## src/rtl/fsm_pkg.sv

```systemverilog
// Shared definitions for the unscale FSM: state encoding, stage count and
// the result-width helper.
package fsm_pkg;

    // Number of halving steps; together they divide the sample by 16.
    localparam int unsigned NUM_STAGES = 4;

    // Unused codes 3'b101..3'b111 recover to IDLE on the next edge.
    typedef enum logic [2:0] {
        IDLE   = 3'b000,
        STAGE1 = 3'b001,
        STAGE2 = 3'b010,
        STAGE3 = 3'b011,
        STAGE4 = 3'b100
    } state_t;

    // Result width for a given WIDTH parameter; matches the doubling chain's a width.
    function automatic int unsigned out_width(input int unsigned width);
        return width + 1;
    endfunction

endpackage

```

## src/rtl/fsm_halve_stage.sv

```systemverilog
// Combinational halving step used once per FSM stage.
// Config macro: FSM_UNSCALE_ROUND_EN selects round-half-up, (x+1)>>1;
// otherwise the step truncates, x>>1.
module fsm_halve_stage #(
    parameter int unsigned W = 9
) (
    input  logic [W-1:0] x,
    output logic [W-1:0] y
);

    // One extra guard bit holds the rounding carry, so x+1 never wraps.
    logic [W:0] sum;

    // Optional round-up, then shift right by one.
    always_comb begin
`ifdef FSM_UNSCALE_ROUND_EN
        sum = {1'b0, x} + {{W{1'b0}}, 1'b1};
`else
        sum = {1'b0, x};
`endif
        y = W'(sum >> 1);
    end

endmodule

```

## src/rtl/fsm_unscale.sv

```systemverilog
// Iterative divide-by-16 of a scaled sample through four halving states,
// with a start/busy/done handshake. One sample in flight at a time.
// Config macro: FSM_UNSCALE_ROUND_EN enables rounding in every halving
// step and lets the result saturate; without it sat stays 0.
module fsm_unscale
    import fsm_pkg::*;
#(
    parameter int unsigned WIDTH = 4
) (
    input  logic             clk,
    input  logic             rst_n,
    input  logic             start,
    input  logic [WIDTH+4:0] din,
    output logic             busy,
    output logic             done,
    output logic [WIDTH:0]   dout,
    output logic             sat
);

    localparam int unsigned IW = WIDTH + 5;
    localparam int unsigned OW = out_width(WIDTH);

    state_t        state;
    logic [IW-1:0] acc;
    logic [IW-1:0] half;
    logic          ovf;
    logic [OW-1:0] res;

    // A single halving stage is shared by every state and always works on acc.
    fsm_halve_stage #(
        .W(IW)
    ) u_halve (
        .x(acc),
        .y(half)
    );

    // Clamp the final halved value to the result width.
    always_comb begin
        ovf = |half[IW-1:OW];
        res = ovf ? '1 : half[OW-1:0];
    end

    // Sequencer: capture on start, halve three times, then halve, clamp and publish.
    always_ff @(posedge clk or negedge rst_n) begin
        if (!rst_n) begin
            state <= IDLE;
            acc   <= '0;
            busy  <= 1'b0;
            done  <= 1'b0;
            dout  <= '0;
            sat   <= 1'b0;
        end else begin
            done <= 1'b0;
            sat  <= 1'b0;
            case (state)
                IDLE: begin
                    if (start) begin
                        acc   <= din;
                        busy  <= 1'b1;
                        state <= STAGE1;
                    end
                end
                STAGE1: begin
                    acc   <= half;
                    state <= STAGE2;
                end
                STAGE2: begin
                    acc   <= half;
                    state <= STAGE3;
                end
                STAGE3: begin
                    acc   <= half;
                    state <= STAGE4;
                end
                STAGE4: begin
                    dout  <= res;
`ifdef FSM_UNSCALE_ROUND_EN
                    sat   <= ovf;
`else
                    sat   <= 1'b0;
`endif
                    done  <= 1'b1;
                    busy  <= 1'b0;
                    state <= IDLE;
                end
                default: begin
                    state <= IDLE;
                end
            endcase
        end
    end

endmodule

```

## config.mk

```make
export PLATFORM = sky130hd
export DESIGN_NAME = fsm_unscale
export DESIGN_NICKNAME = d
export VERILOG_FILES = /design/src/rtl/fsm_pkg.sv /design/src/rtl/fsm_halve_stage.sv /design/src/rtl/fsm_unscale.sv
export SDC_FILE = /design/constraint.sdc
export NUM_CORES = 1
export LEC_CHECK = 0
export ABC_CLOCK_PERIOD_IN_PS = 3800
export CAP_MARGIN = 25
export CORE_MARGIN = 8
export CORE_UTILIZATION = 40
export DETAILED_ROUTE_END_ITERATION = 10
export PLACE_DENSITY = 0.8
export SYNTH_ARGS = -nofsm -noshare
export SYNTH_HDL_FRONTEND = slang
export SYNTH_SLANG_ARGS = --single-unit
```

## constraint.sdc

```tcl
create_clock -name clk -period 3.8 [get_ports clk]
set_input_delay 0.57 -clock clk [delete_from_list [all_inputs] [get_ports clk]]
set_output_delay 0.57 -clock clk [all_outputs]
set_load 0.05 [all_outputs]
```

==> results of run 1 <==
## cell type report
| cell class | count | area, um2 |
|---|---|---|
| Clock buffer | 3 | 22.5 |
| Fill cell | 194 | 915 |
| Inverter | 2 | 7.51 |
| Multi-Input combinational cell | 43 | 283 |
| Sequential cell | 18 | 450 |
| Tap cell | 27 | 33.8 |
| Timing Repair Buffer | 17 | 170 |
## logic make-up after synthesis
group,after synthesis
other,1
buffers and inverters,7
AND/OR/NAND/NOR,18
flip-flops,18
multiplexers,7
XOR/XNOR,1
AO/OA/AOI/OAI,16
## worst paths after layout
path / cells past startpoint / end / startpoint
max: 1 / dout[4] / dout[4]$_DFFE_PN0P_
min in group asynchronous: 1 / busy$_DFFE_PN0P_ / rst_n
max in group asynchronous: 1 / dout[3]$_DFFE_PN0P_ / rst_n
min: 1 / dout[0]$_DFFE_PN0P_ / acc[1]$_DFFE_PN0P_
max reg2reg: 3 / dout[4]$_DFFE_PN0P_ / state[0]$_DFFE_PN0P_
min reg2reg: 1 / dout[0]$_DFFE_PN0P_ / acc[1]$_DFFE_PN0P_
## metal layers
layer / global-route usage [%] / up-vias / share of wire (%)
met1: 9.66 / 248 / 44
li1: - / 266 / -
met4: 3.06 / 0 / 0
met2: 13.2 / 14 / 51
met5: 0 / - / 0
met3: 2.58 / 0 / 5.5
## stage by stage
step | power (W) | cell area [um2] | setup slack [ps] | instances
after floorplan | 0.000625 | 773 | 2580 | 68
after global placement | 0.000698 | 945 | 1920 | 107
after detailed placement | 0.000711 | 945 | 1900 | 107
after CTS | 0.000799 | 967 | 1770 | 110
after global routing | 0.000846 | 967 | 1720 | 110
final | 0.000790 | 967 | 1780 | 110
## placed cells by master (no fill, tap or decap), drive strengths merged
cell / count
dfrtp: 18
clkdlybuf4s50: 17
nor2: 12
a21oi: 8
mux2i: 7
o22a: 5
clkbuf: 3
nor3: 2
inv: 2
nand2: 2
nor3b: 1
o21bai: 1
nand2b: 1
xnor2: 1
o22ai: 1
a22o: 1
conb: 1
## where the power goes
| part | total, W | switching (W) | internal [W] | leakage, nW |
|---|---|---|---|---|
| clock | 0.0000887 | 0.0000520 | 0.0000367 | 0.0138 |
| combinational | 0.000355 | 0.000207 | 0.000148 | 0.195 |
| sequential | 0.000345 | 0.0000719 | 0.000274 | 0.202 |
## flip-flops by register name (all words and copies together) (netlist names)
signal and count:
busy 1, acc 8, dout 5, state 3
done 1
## worst register-to-register path, stage by stage (launching register included)
cell and delay [ps]:
dfrtp_1 480, nor3b_4 420, nand2_2 170, o22a_1 210
==> summary.md, run 1 <==
| Metric | Value |
|---|---|
| PwrDens | `816 nW/um2` |
| Critical path cell sequence | `clkdlybuf4s50_1` |
| Later-pin clock latency in the skew report | `280 ps` |
| Setup TNS | `0 ps` |
| Mux share of post-synthesis cell area | `9.06%` |
| Largest family of logic cells by synthesized area | `compound AO/OA/AOI/OAI gates` |
| Top-Level Pins | `20` |
| Syn_area_per_cell | `11.4 um2` |
| Worst vdd ir | `0.448 mV` |
| Synth top area share | `58.3%` |
| Die Area | `3600 um2` |
| Seq/Total Area, Yosys | `58.3%` |
| Synth async-reset ratio | `100%` |
| Row cnt | `16` |
| Post-synth top cells | `dfrtp_1 (18), nor2_1 (12), a21oi_1 (8)` |
| Crit end category | `output port` |
| Layout net count | `97` |
| Max Slew Vio Count | `0` |
| Synth Flop Type | `dfrtp_1` |
| Diode count | `0` |
| Syn Nets | `80` |
| Cts repair resizes | `0` |
| Die Y-Extent | `60.0 um` |
| Flops & latches, synth | `18` |
| CP max stage delay | `810 ps` |
| GRT overflow | `0` |
| 1st-pass router iterations | `4` |
| Nature of the critical path startpoint | `flip-flop` |
| # hold bufs at CTS | `0` |
| Arrival time at the worst endpoint | `1450 ps` |
| Status | `completed` |
| Final Hold Fails | `0` |
| Peak Freq | `495 MHz` |
| Initial antenna violation count | `0` |
| Count leader, synth | `dfrtp_1` |
| Post-DP HPWL | `1000 um` |
| Hold Path Class | `reg -> reg` |
| Gate Count Post-Synth | `68` |
| CTS clock-pin slew for the worst setup and hold paths | `100 ps` |
| 1st-iter DRT viols | `17` |
| Kind of cell adding the most delay to the critical path | `buffers and inverters` |
| EDFF count, synth | `0` |
| Vias in the first global route | `518` |
| Mapped Area | `773 um2` |
| Final Util | `51.4%` |
| Post-Route WL | `1340 um` |
| Xor/xnor share of the synthesized area | `1.13%` |
| Syn. warnings | `0` |
| Largest net degree at the start of global routing | `19` |
| Chip Width | `60.0 um` |
| Core area | `1880 um2` |
| Buffers on Ports | `17` |
| Routability cong. | `0.709` |
| Worst path bufs/invs | `1` |
| Post-CTS Setup Inserts | `0` |
| H-tree Lvls | `1` |
| R2R Setup Slk | `2410 ps` |
| Crit path required time | `3230 ps` |
| CTS Root Cell | `clkbuf_4` |
| Slowest CP cell | `clkdlybuf4s50_1` |
| Synth Area in Simple Gates | `11.7%` |
| Final period util | `53.2%` |
| Layout cell share with drive strength beyond 1 | `7.23%` |
| RSZ-0062 raised after global routing | `no` |
| CTS Buf Count | `3` |
| Top cells by area, synth | `dfrtp_1 (58%), mux2i_1 (9.1%), nor2_1 (5.8%), o22a_1 (5.7%), a21oi_1 (5.2%)` |
| Area growth from synthesis to layout | `25.1%` |
| Minimum clock period after layout | `2020 ps` |
| Post-DR vias/cell | `4.80` |
| Maxcap violations | `0` |
| Netlist cell types | `18` |
| Crit Path Class | `reg -> out` |
| DRC viols | `0` |
| Adder-cell area share of the yosys netlist | `0%` |
| Via count | `528` |
| Worst hold margin | `497 ps` |
| Pleak | `0.411 nW` |
| CP max FO | `2` |
| Synth Area in Compound Gates | `14.2%` |
| Antenna viol nets, final | `0` |
| DR WL/cell | `12.2 um` |
| Leading area contributor after synthesis | `dfrtp_1` |
| Clock Path Buffers | `2` |
| CTS tree | `yes` |
| Sink Count | `18` |
| Clk_skew | `7.59 ps` |
| First-pass GRT wire length | `2190 um` |
| All-Layer GR Usage | `8.12%` |
| Initial Utilization | `41.1%` |
| Final setup fails | `0` |
| Worst-Margin Slew | `780 ps` |
| Max_slew headroom | `47.8%` |
No activity file was read; power rests on OpenSTA's default activity.
==> run 2, diff against run 1 <==
--- a/config.mk
+++ b/config.mk
@@ -5,7 +5,7 @@
 export SDC_FILE = /design/constraint.sdc
 export NUM_CORES = 1
 export LEC_CHECK = 0
-export ABC_CLOCK_PERIOD_IN_PS = 3800
+export ABC_CLOCK_PERIOD_IN_PS = 1900
 export CAP_MARGIN = 25
 export CORE_MARGIN = 8
 export CORE_UTILIZATION = 40
==> constraint.sdc (replaced) <==
create_clock -name clk -period 1.9 [get_ports clk]
set_input_delay 0.285 -clock clk [delete_from_list [all_inputs] [get_ports clk]]
set_output_delay 0.285 -clock clk [all_outputs]
set_load 0.05 [all_outputs]
==> run 2 against run 1 <==
Clock-buffer cell count is 1 higher. Core utilization increased by 1.9 points. Via count grew 0.95%. Register-to-register slack worse by 1700 ps. Sequential power increased by 100%. Critical path depth unchanged. Cell area rose by 3.8%. Clock power rose to 2.6 times the previous value. Cell count is 3.6% higher. Critical path type unchanged.
==> summary.md, run 2 (synthesis results as in run 1) <==
| Metric | Value |
|---|---|
| Status | `completed` |
| Layout fillers | `186` |
| Worst-Margin Slew | `522 ps` |
| CTS Root Cell | `clkbuf_4` |
| Layout cell share with drive strength beyond 1 | `11.5%` |
| Post-Route WL | `1400 um` |
| 1st-iter DRT viols | `23` |
| Die Y-Extent | `60.0 um` |
| DR WL/cell | `12.2 um` |
| Reg2reg path depth | `3` |
| Die Area | `3600 um2` |
| Minimum clock period after layout | `1770 ps` |
| Chip Width | `60.0 um` |
| GRT overflow | `0` |
| Row cnt | `16` |
| Later-pin clock latency in the skew report | `300 ps` |
| Largest net degree at the start of global routing | `19` |
| Final Util | `53.3%` |
| Post-DP HPWL | `1030 um` |
| Core area | `1880 um2` |
| First-pass GRT wire length | `2260 um` |
| CTS Buf Count | `3` |
| Setup TNS | `0 ps` |
| Layout net count | `100` |
| CP max FO | `2` |
| Initial antenna violation count | `0` |
| Most frequent cells in the layout | `dfrtp_1 (18), clkdlybuf4s50_1 (17), nor2_1 (12), a21oi_1 (8), mux2i_1 (7)` |
| Post-CTS Setup Inserts | `0` |
| CTS clock-pin slew for the worst setup and hold paths | `100 ps` |
| 1st-pass router iterations | `4` |
| Max Slew Vio Count | `0` |
| Non-Filler Cell Area, Final | `1000 um2` |
| Hold Path Class | `in -> async` |
| Cts repair resizes | `0` |
| Final period util | `93.2%` |
| Antenna viol nets, final | `0` |
| Max reg flops | `8` |
| Clk_skew | `3.92 ps` |
| Crit path required time | `1620 ps` |
| RR Endpoint | `acc[6]$_DFFE_PN0P_` |
| Buffers on Ports | `17` |
| Worst path bufs/invs | `1` |
| Arrival time at the worst endpoint | `1490 ps` |
| Pre-CTS WS | `439 ps` |
| # hold bufs at CTS | `0` |
| Crit Path Class | `reg -> out` |
| Peak Freq | `565 MHz` |
| Final setup fails | `0` |
| Critical path cell sequence | `clkdlybuf4s50_1` |
| Sink Count | `18` |
| DRC viols | `0` |
| Clock Path Buffers | `2` |
| Maxcap violations | `0` |
| RSZ-0062 raised after global routing | `no` |
| Via count | `533` |
| Post-DR vias/cell | `4.68` |
| R2R Setup Slk | `670 ps` |
| PwrDens | `1650 nW/um2` |
| Kind of cell adding the most delay to the critical path | `buffers and inverters` |
| CTS tree | `yes` |
| Slowest CP cell | `clkdlybuf4s50_1` |
| Final worst setup slack | `130 ps` |
| Largest regs | `acc x8, dout x5, state x3` |
| Power Total | `0.00165 W` |
| Nature of the critical path startpoint | `flip-flop` |
| Worst vdd ir | `0.711 mV` |
| Commonest non-fill, non-tap cell in the layout | `dfrtp_1` |
| Reg2reg start | `state[0]$_DFFE_PN0P_` |
| Post-DP Area | `967 um2` |
| H-tree Lvls | `1` |
| Routability cong. | `0.749` |
| Pleak | `0.433 nW` |
| Final Hold Fails | `0` |
| Vias in the first global route | `528` |
| Max_slew headroom | `65.1%` |
| Area growth from synthesis to layout | `29.8%` |
| Crit end category | `output port` |
| Diode count | `0` |
| CP max stage delay | `810 ps` |
| Register with the most flip-flops | `acc` |
| Initial Utilization | `41.1%` |
| Top-Level Pins | `20` |
| All-Layer GR Usage | `8.60%` |
## run 2: stage by stage
stage	cells	hold WS, ps
after floorplan	68	-10.6
after global placement	110	468
after detailed placement	110	482
after CTS	114	300
after global routing	114	309
final	114	296
## run 2: cell type report
type	instances	area, um2	area share [%]
well taps	27	33.8	3.37
repair buffers	20	193	19.2
clock buffers	4	36.3	3.62
flip-flops and latches	18	450	44.9
multi-input cells	43	283	28.2
inverters	2	7.51	0.748
## run 2: worst max-delay path by stage
stage / startpoint / end / slack, ps / cells after the start
floorplan: state[0]$_DFFE_PN0P_ / dout[1]$_DFFE_PN0P_ / 680 / 4
global placement: start / acc[4]$_DFFE_PN0P_ / 450 / 5
detailed placement: start / acc[2]$_DFFE_PN0P_ / 440 / 5
CTS: dout[4]$_DFFE_PN0P_ / dout[4] / 130 / 1
global route: dout[4]$_DFFE_PN0P_ / dout[4] / 90 / 1
finish: dout[4]$_DFFE_PN0P_ / dout[4] / 130 / 1
## run 2: layer usage
layer | share of wire (%) | track usage [%] | vias up
met3 | 4.1 | 1.94 | 2
met4 | 2.0 | 5.10 | 0
met5 | 0 | 0 | -
met1 | 45 | 9.87 | 248
met2 | 48 | 14.2 | 16
li1 | - | - | 267
## run 2: power breakdown
group,internal (W),total [W],switching (W)
Clock,0.000117,0.000234,0.000117
Sequential,0.000547,0.000695,0.000148
Combinational,0.000309,0.000726,0.000417
Total,0.000973,0.00165,0.000682
==> run 3, diff against run 2 <==
--- a/config.mk
+++ b/config.mk
@@ -6,7 +6,6 @@
 export NUM_CORES = 1
 export LEC_CHECK = 0
 export ABC_CLOCK_PERIOD_IN_PS = 1900
-export CAP_MARGIN = 25
 export CORE_MARGIN = 8
 export CORE_UTILIZATION = 40
 export DETAILED_ROUTE_END_ITERATION = 10
==> results of run 3 <==
Final layout, timing and power as in run 2 (identical DEF).
